--- src/rtl/register_file_pkg.sv ---
// Shared types and constants for the multi-port register file.
package register_file_pkg;

  typedef enum logic {
    RF_CLEAR = 1'b0,
    RF_READY = 1'b1
  } rf_state_t;

  localparam int unsigned ZERO_REG = 0;

endpackage

--- src/rtl/rf_scoreboard.sv ---
// Per-register busy bits: set by reserve, cleared by write, reserve wins on a tie.
module rf_scoreboard
  import register_file_pkg::*;
#(
  parameter int ADDRESS_WIDTH  = 5,
  parameter int NUM_READ_PORTS = 2
) (
  input  logic                                          clock_in,
  input  logic                                          reset_n_in,
  input  logic                                          set_en,
  input  logic [ADDRESS_WIDTH-1:0]                      set_idx,
  input  logic                                          clear_en,
  input  logic [ADDRESS_WIDTH-1:0]                      clear_idx,
  input  logic [NUM_READ_PORTS-1:0][ADDRESS_WIDTH-1:0]  read_idx,
  output logic [NUM_READ_PORTS-1:0]                     busy_out
);

  localparam int DEPTH = 2 ** ADDRESS_WIDTH;

  logic [DEPTH-1:0] busy;
  logic [DEPTH-1:0] busy_next;

  // Clear applied before set so a same-index reserve overrides the write.
  always_comb begin
    busy_next = busy;
    if (clear_en) busy_next[clear_idx] = 1'b0;
    if (set_en)   busy_next[set_idx]   = 1'b1;
    busy_next[ZERO_REG] = 1'b0;
  end

  always_ff @(posedge clock_in or negedge reset_n_in) begin
    if (!reset_n_in) busy <= '0;
    else             busy <= busy_next;
  end

  always_comb begin
    busy_out = '0;
    for (int p = 0; p < NUM_READ_PORTS; p++) begin
      busy_out[p] = busy[read_idx[p]];
    end
  end

endmodule

--- src/rtl/register_file_mp.sv ---
// Multi-read-port register file with post-reset clear sweep, busy scoreboard
// and optional write-to-read bypass.
module register_file_mp
  import register_file_pkg::*;
#(
  parameter int DATA_WIDTH     = 16,
  parameter int ADDRESS_WIDTH  = 5,
  parameter int NUM_READ_PORTS = 2,
  parameter int BYPASS         = 1
) (
  input  logic                                          clock_in,
  input  logic                                          reset_n_in,
  output logic                                          ready_out,
  input  logic                                          regWrite_in,
  input  logic [ADDRESS_WIDTH-1:0]                      write_register_in,
  input  logic [DATA_WIDTH-1:0]                         write_data_in,
  input  logic                                          reserve_in,
  input  logic [ADDRESS_WIDTH-1:0]                      reserve_register_in,
  input  logic [NUM_READ_PORTS-1:0][ADDRESS_WIDTH-1:0]  read_register_in,
  output logic [NUM_READ_PORTS-1:0][DATA_WIDTH-1:0]     read_data_out,
  output logic [NUM_READ_PORTS-1:0]                     read_busy_out,
  output rf_state_t                                     debug_state
);

  localparam int DEPTH = 2 ** ADDRESS_WIDTH;
  localparam logic [ADDRESS_WIDTH-1:0] LAST_IDX  = ADDRESS_WIDTH'(DEPTH - 1);
  localparam logic [ADDRESS_WIDTH-1:0] ZERO_IDX  = ADDRESS_WIDTH'(ZERO_REG);

  rf_state_t                state, state_next;
  logic [ADDRESS_WIDTH-1:0] ptr, ptr_next;
  logic [DATA_WIDTH-1:0]    rf [DEPTH];

  logic                      ready;
  logic                      write_en;
  logic                      reserve_en;
  logic [NUM_READ_PORTS-1:0] busy_raw;

  assign ready       = (state == RF_READY);
  assign ready_out   = ready;
  assign debug_state = state;
  assign write_en    = ready && regWrite_in && (write_register_in != ZERO_IDX);
  assign reserve_en  = ready && reserve_in && (reserve_register_in != ZERO_IDX);

  always_ff @(posedge clock_in or negedge reset_n_in) begin
    if (!reset_n_in) begin
      state <= RF_CLEAR;
      ptr   <= '0;
    end else begin
      state <= state_next;
      ptr   <= ptr_next;
    end
  end

  always_comb begin
    state_next = state;
    ptr_next   = ptr;
    if (state == RF_CLEAR) begin
      ptr_next = ptr + ADDRESS_WIDTH'(1);
      if (ptr == LAST_IDX) state_next = RF_READY;
    end
  end

  // Storage has no reset; the sweep is the only thing that zeroes it.
  always_ff @(posedge clock_in) begin
    if (state == RF_CLEAR)  rf[ptr] <= '0;
    else if (write_en)      rf[write_register_in] <= write_data_in;
  end

  rf_scoreboard #(
    .ADDRESS_WIDTH  (ADDRESS_WIDTH),
    .NUM_READ_PORTS (NUM_READ_PORTS)
  ) u_scoreboard (
    .clock_in   (clock_in),
    .reset_n_in (reset_n_in),
    .set_en     (reserve_en),
    .set_idx    (reserve_register_in),
    .clear_en   (write_en),
    .clear_idx  (write_register_in),
    .read_idx   (read_register_in),
    .busy_out   (busy_raw)
  );

  always_comb begin
    read_data_out = '0;
    read_busy_out = '0;
    for (int p = 0; p < NUM_READ_PORTS; p++) begin
      logic hit;
      logic nonzero;
      nonzero = (read_register_in[p] != ZERO_IDX);
      hit     = (BYPASS != 0) && write_en && (write_register_in == read_register_in[p]);
      if (ready && nonzero) begin
        read_data_out[p] = hit ? write_data_in : rf[read_register_in[p]];
        read_busy_out[p] = busy_raw[p] && !hit;
      end
    end
  end

endmodule

--- config.mk ---
export PLATFORM = sky130hd
export DESIGN_NAME = register_file_mp
export DESIGN_NICKNAME = d
export VERILOG_FILES = /design/src/rtl/register_file_pkg.sv /design/src/rtl/rf_scoreboard.sv /design/src/rtl/register_file_mp.sv
export SDC_FILE = /design/constraint.sdc
export NUM_CORES = 1
export LEC_CHECK = 0
export BUFFER_PORTS_ARGS = -buffer_cell sky130_fd_sc_hd__buf_2
export CAP_MARGIN = 10
export CORE_AREA = 2 2 269 271
export DETAILED_ROUTE_END_ITERATION = 6
export DIE_AREA = 0 0 271 273
export PLACE_DENSITY = 0.61
export SETUP_SLACK_MARGIN = 0.5
export SLEW_MARGIN = 25
export SYNTH_ARGS = -nofsm -noshare
export SYNTH_HDL_FRONTEND = slang
export SYNTH_HIERARCHICAL = 1
export SYNTH_SLANG_ARGS = --single-unit
--- constraint.sdc ---
create_clock -name clock_in -period 2.6 [get_ports clock_in]
set_clock_uncertainty 0.1 [all_clocks]
set_input_delay 0.13 -clock clock_in [delete_from_list [all_inputs] [get_ports clock_in]]
set_output_delay 0.13 -clock clock_in [all_outputs]
set_load 0.02 [all_outputs]
==> results.yml <==
drt:
  num_vias: 18536
  drc_errors: 0
  wl_per_cell_um: 31.68
  drtIter0Drc: 2622
  ant_nets: 0
  dr.pass1.iters: 5
  wl_mm: 92.43
  viasPerCell: 6.352
clock_network:
  clock_sinks: 549
  clk_latency_ns: 0.62
  numCtsBuffers: 59
  cts_max_level: 2
  cts_tree: "done"
  clkSlewWorstSetupHoldPaths_ns: 0.06
  cts_buffer_depth: 3
  cts-root-buf: "clkbuf_16"
global_routing:
  antenna_found_initial: 1
  grt_pass1_vias: 18506
  grt_pass1_wl_mm: 132.0
  grt_max_degree: 42
  grtUsageTotal: 0.2456
  grt_overflow: 0
flow_run:
  maxCapViolations: 0
layout:
  fin_area_um2: 34400
  stdcell_count: 2918
  num-nets-final: 1960
  areaGrowthSynthToFinish_pct: 28.45
  drive_gt1_frac: 0.4705
  final_core_util: 0.4845
yosys:
  synth.largest_area_cell: "edfxtp_1"
  avgSynthCellArea_um2: 16.62
  yosysSeqAreaShare: 0.6087
  ys.flop_type: "edfxtp_1"
  ys_ff_latch: 549
  synth_edf_count: 512
  synth_most_common_cell: "edfxtp_1"
  synth_area_um2: 26780
  yosys-top-cells-count: "512 x edfxtp_1, 194 x mux4_2, 108 x mux2_2"
  syn_nets: 1653
  async_reset_ff_frac: 0.06740
  ys_types: 60
  yosysWarnings: 6
  yosys.area.top_type_share: 0.5741
  postSynthCellCount: 1611
  ys_top_cells_by_area: "edfxtp_1 57%, mux4_2 16%, mux2_2 4.5%"
worst_hold_path:
  worstHoldPathType: "input pin to flip-flop"
timing:
  relSlewSlack: 0.2360
  setup_viol: 32
  postLayoutSetupSlackWorst_ns: -0.3227
  post-route-period-util: 1.124
  rsz0062_at_grt: "yes"
  clock.fmax_ghz: 0.3422
  fin_crit_ns: 2.923
  tightest_slew_ns: 1.142
  hold_viol: 0
  finalMaxSlewViolations: 0
setup_path:
  reg2reg_slack_ns: 0.21
  crit_path_start: "rf[1][15]"
  endpoint_kind: "output pin"
  crit_fanout: 2
  crit_path_end: "read_data_out[15]"
  crit_arrival_ns: 2.69
  setup.worst_path.start_class: "flip-flop"
  critPathKind: "flip-flop to output pin"
  rr_worst_depth: 10
  critPathRequiredTime_ns: 2.37
  r2r_end: "rf[2][2]"
  r2r_start: "debug_state"
floorplanning:
  num_rows: 98
  core_area_um2: 71000
  ios: 76
  start_util: 0.3772
  die_w_um: 271
  die_h_um: 273
  die-area_um2: 73980
placement:
  dp_cells: 2736
  io_buffers: 75
  dp_hpwl_mm: 60.48
  placed_area_um2: 30640
  gp_congestion: 0.9169
status:
  violations: "negative setup slack"
  outcome: "complete, but fails checks"
pwr:
  leakagePower_nw: 12.30
  power_density_nw_per_um2: 612.6
  peakVddDrop_v: 0.0005005
final cells by class:
class | instances | area, µm²
multi-input combinational | 926 | 10900
timing repair buffer | 370 | 3989
tap | 950 | 1189
sequential | 549 | 16300
clock inverter | 35 | 429.2
inverter | 12 | 47.55
clock buffer | 74 | 1533
antenna | 2 | 5.005
fill | 5826 | 36600
power breakdown:
part	switching, mW	total [mW]	internal, mW
sequential	0.0549	9.80	9.75
combinational	1.51	2.63	1.11
clock	3.57	8.64	5.07
total	5.14	21.1	15.9
worst min-delay path by stage:
stage | startpoint | endpoint | slack (ns) | depth (start not counted)
2_1_floorplan | reset_n_in | debug_state | -0.27 | 0
3_3_place_gp | reset_n_in | ptr[4] | 0.15 | 1
3_5_place_dp | reset_n_in | u_scoreboard/busy[17] | 0.17 | 1
4_1_cts | write_data_in[8] | rf[1][8] | 0.002 | 2
5_1_grt | write_data_in[6] | rf[14][6] | 0.02 | 2
6_report | write_data_in[8] | rf[12][8] | 0.02 | 2
repair_timing:
item,4_1_cts,5_1_grt
gates cloned,5,3
endpoints found under the hold margin,159,8
buffers inserted,29,18
endpoints found under the setup margin,733,957
pin swaps,82,46
hold buffers,15,1
resized for setup,210,64
sequential cells by signal (all words and copies together) (netlist names):
signal,cells
rf,512
u_scoreboard/busy,31
ptr,5
debug_state,1
per-stage QoR:
stage	setup slack, ns	hold WS [ns]	power (mW)	TNS [ns]
3_5_place_dp	-0.1917	0.1692	12.25	-1.256
4_1_cts	-0.3073	0.001930	21.04	-4.733
2_1_floorplan	0.1507	-0.2656	11.23	0
5_1_grt	-0.3495	0.02281	21.60	-6.468
6_report	-0.3227	0.01709	21.07	-5.234
3_3_place_gp	-0.2054	0.1543	12.22	-0.9896
critical path, stage by stage (launching register included):
cell      delay [ns]
edfxtp_1        0.40
mux4_2          0.48
a22oi_2         0.33
buf_4           0.18
o21ai_2         0.04
and3_1          0.16
a221o_1         0.31
buf_6           0.15
layout by cell type (no fill, tap or decap), types with 10 or more instances in the layout:
cell type,netlist,layout
buf_4,4,178
buf_12,0,71
mux4_2,194,194
inv_1,10,10
nand3b_1,10,10
a211oi_2,0,14
clkbuf_16,0,62
mux2i_1,66,64
nand3_1,20,17
a221o_1,15,15
and2_4,0,12
a221oi_1,16,11
o21ai_0,95,78
xor2_1,10,10
a21oi_1,39,32
mux2_2,108,106
o211ai_1,31,31
dlygate4sd3_1,0,16
nor2b_1,28,20
clkbuf_1,62,15
o22ai_1,39,36
o221ai_1,15,15
edfxtp_1,512,512
buf_2,44,36
a22oi_1,51,31
dfrtp_1,37,34
nand2_1,13,10
a22oi_2,0,20
nor2_4,0,29
and3_4,0,13
buf_6,3,60
nor2_1,48,16
per-layer routing:
metal	GRT usage	share of wire	vias to the layer above
met3	0.05105	0.10	203
met1	0.3418	0.40	9698
li1	-	-	7433
met5	0	0	-
met2	0.3775	0.45	1202
met4	0.09959	0.049	0
cell families (layout without fill, tap and decap cells):
group / after synthesis / in the layout / synth area share
XOR/XNOR: 13 / 13 / 0.004252
multiplexers: 368 / 368 / 0.2332
AO/OA/AOI/OAI: 354 / 354 / 0.09200
flip-flops: 549 / 549 / 0.6087
other: 0 / 2 / 0
AND/OR/NAND/NOR: 189 / 189 / 0.03836
adder cells (fa/ha/maj): 2 / 2 / 0.0009343
buffers and inverters: 136 / 491 / 0.02252
Note: power is estimated with default switching activity, not from simulation.
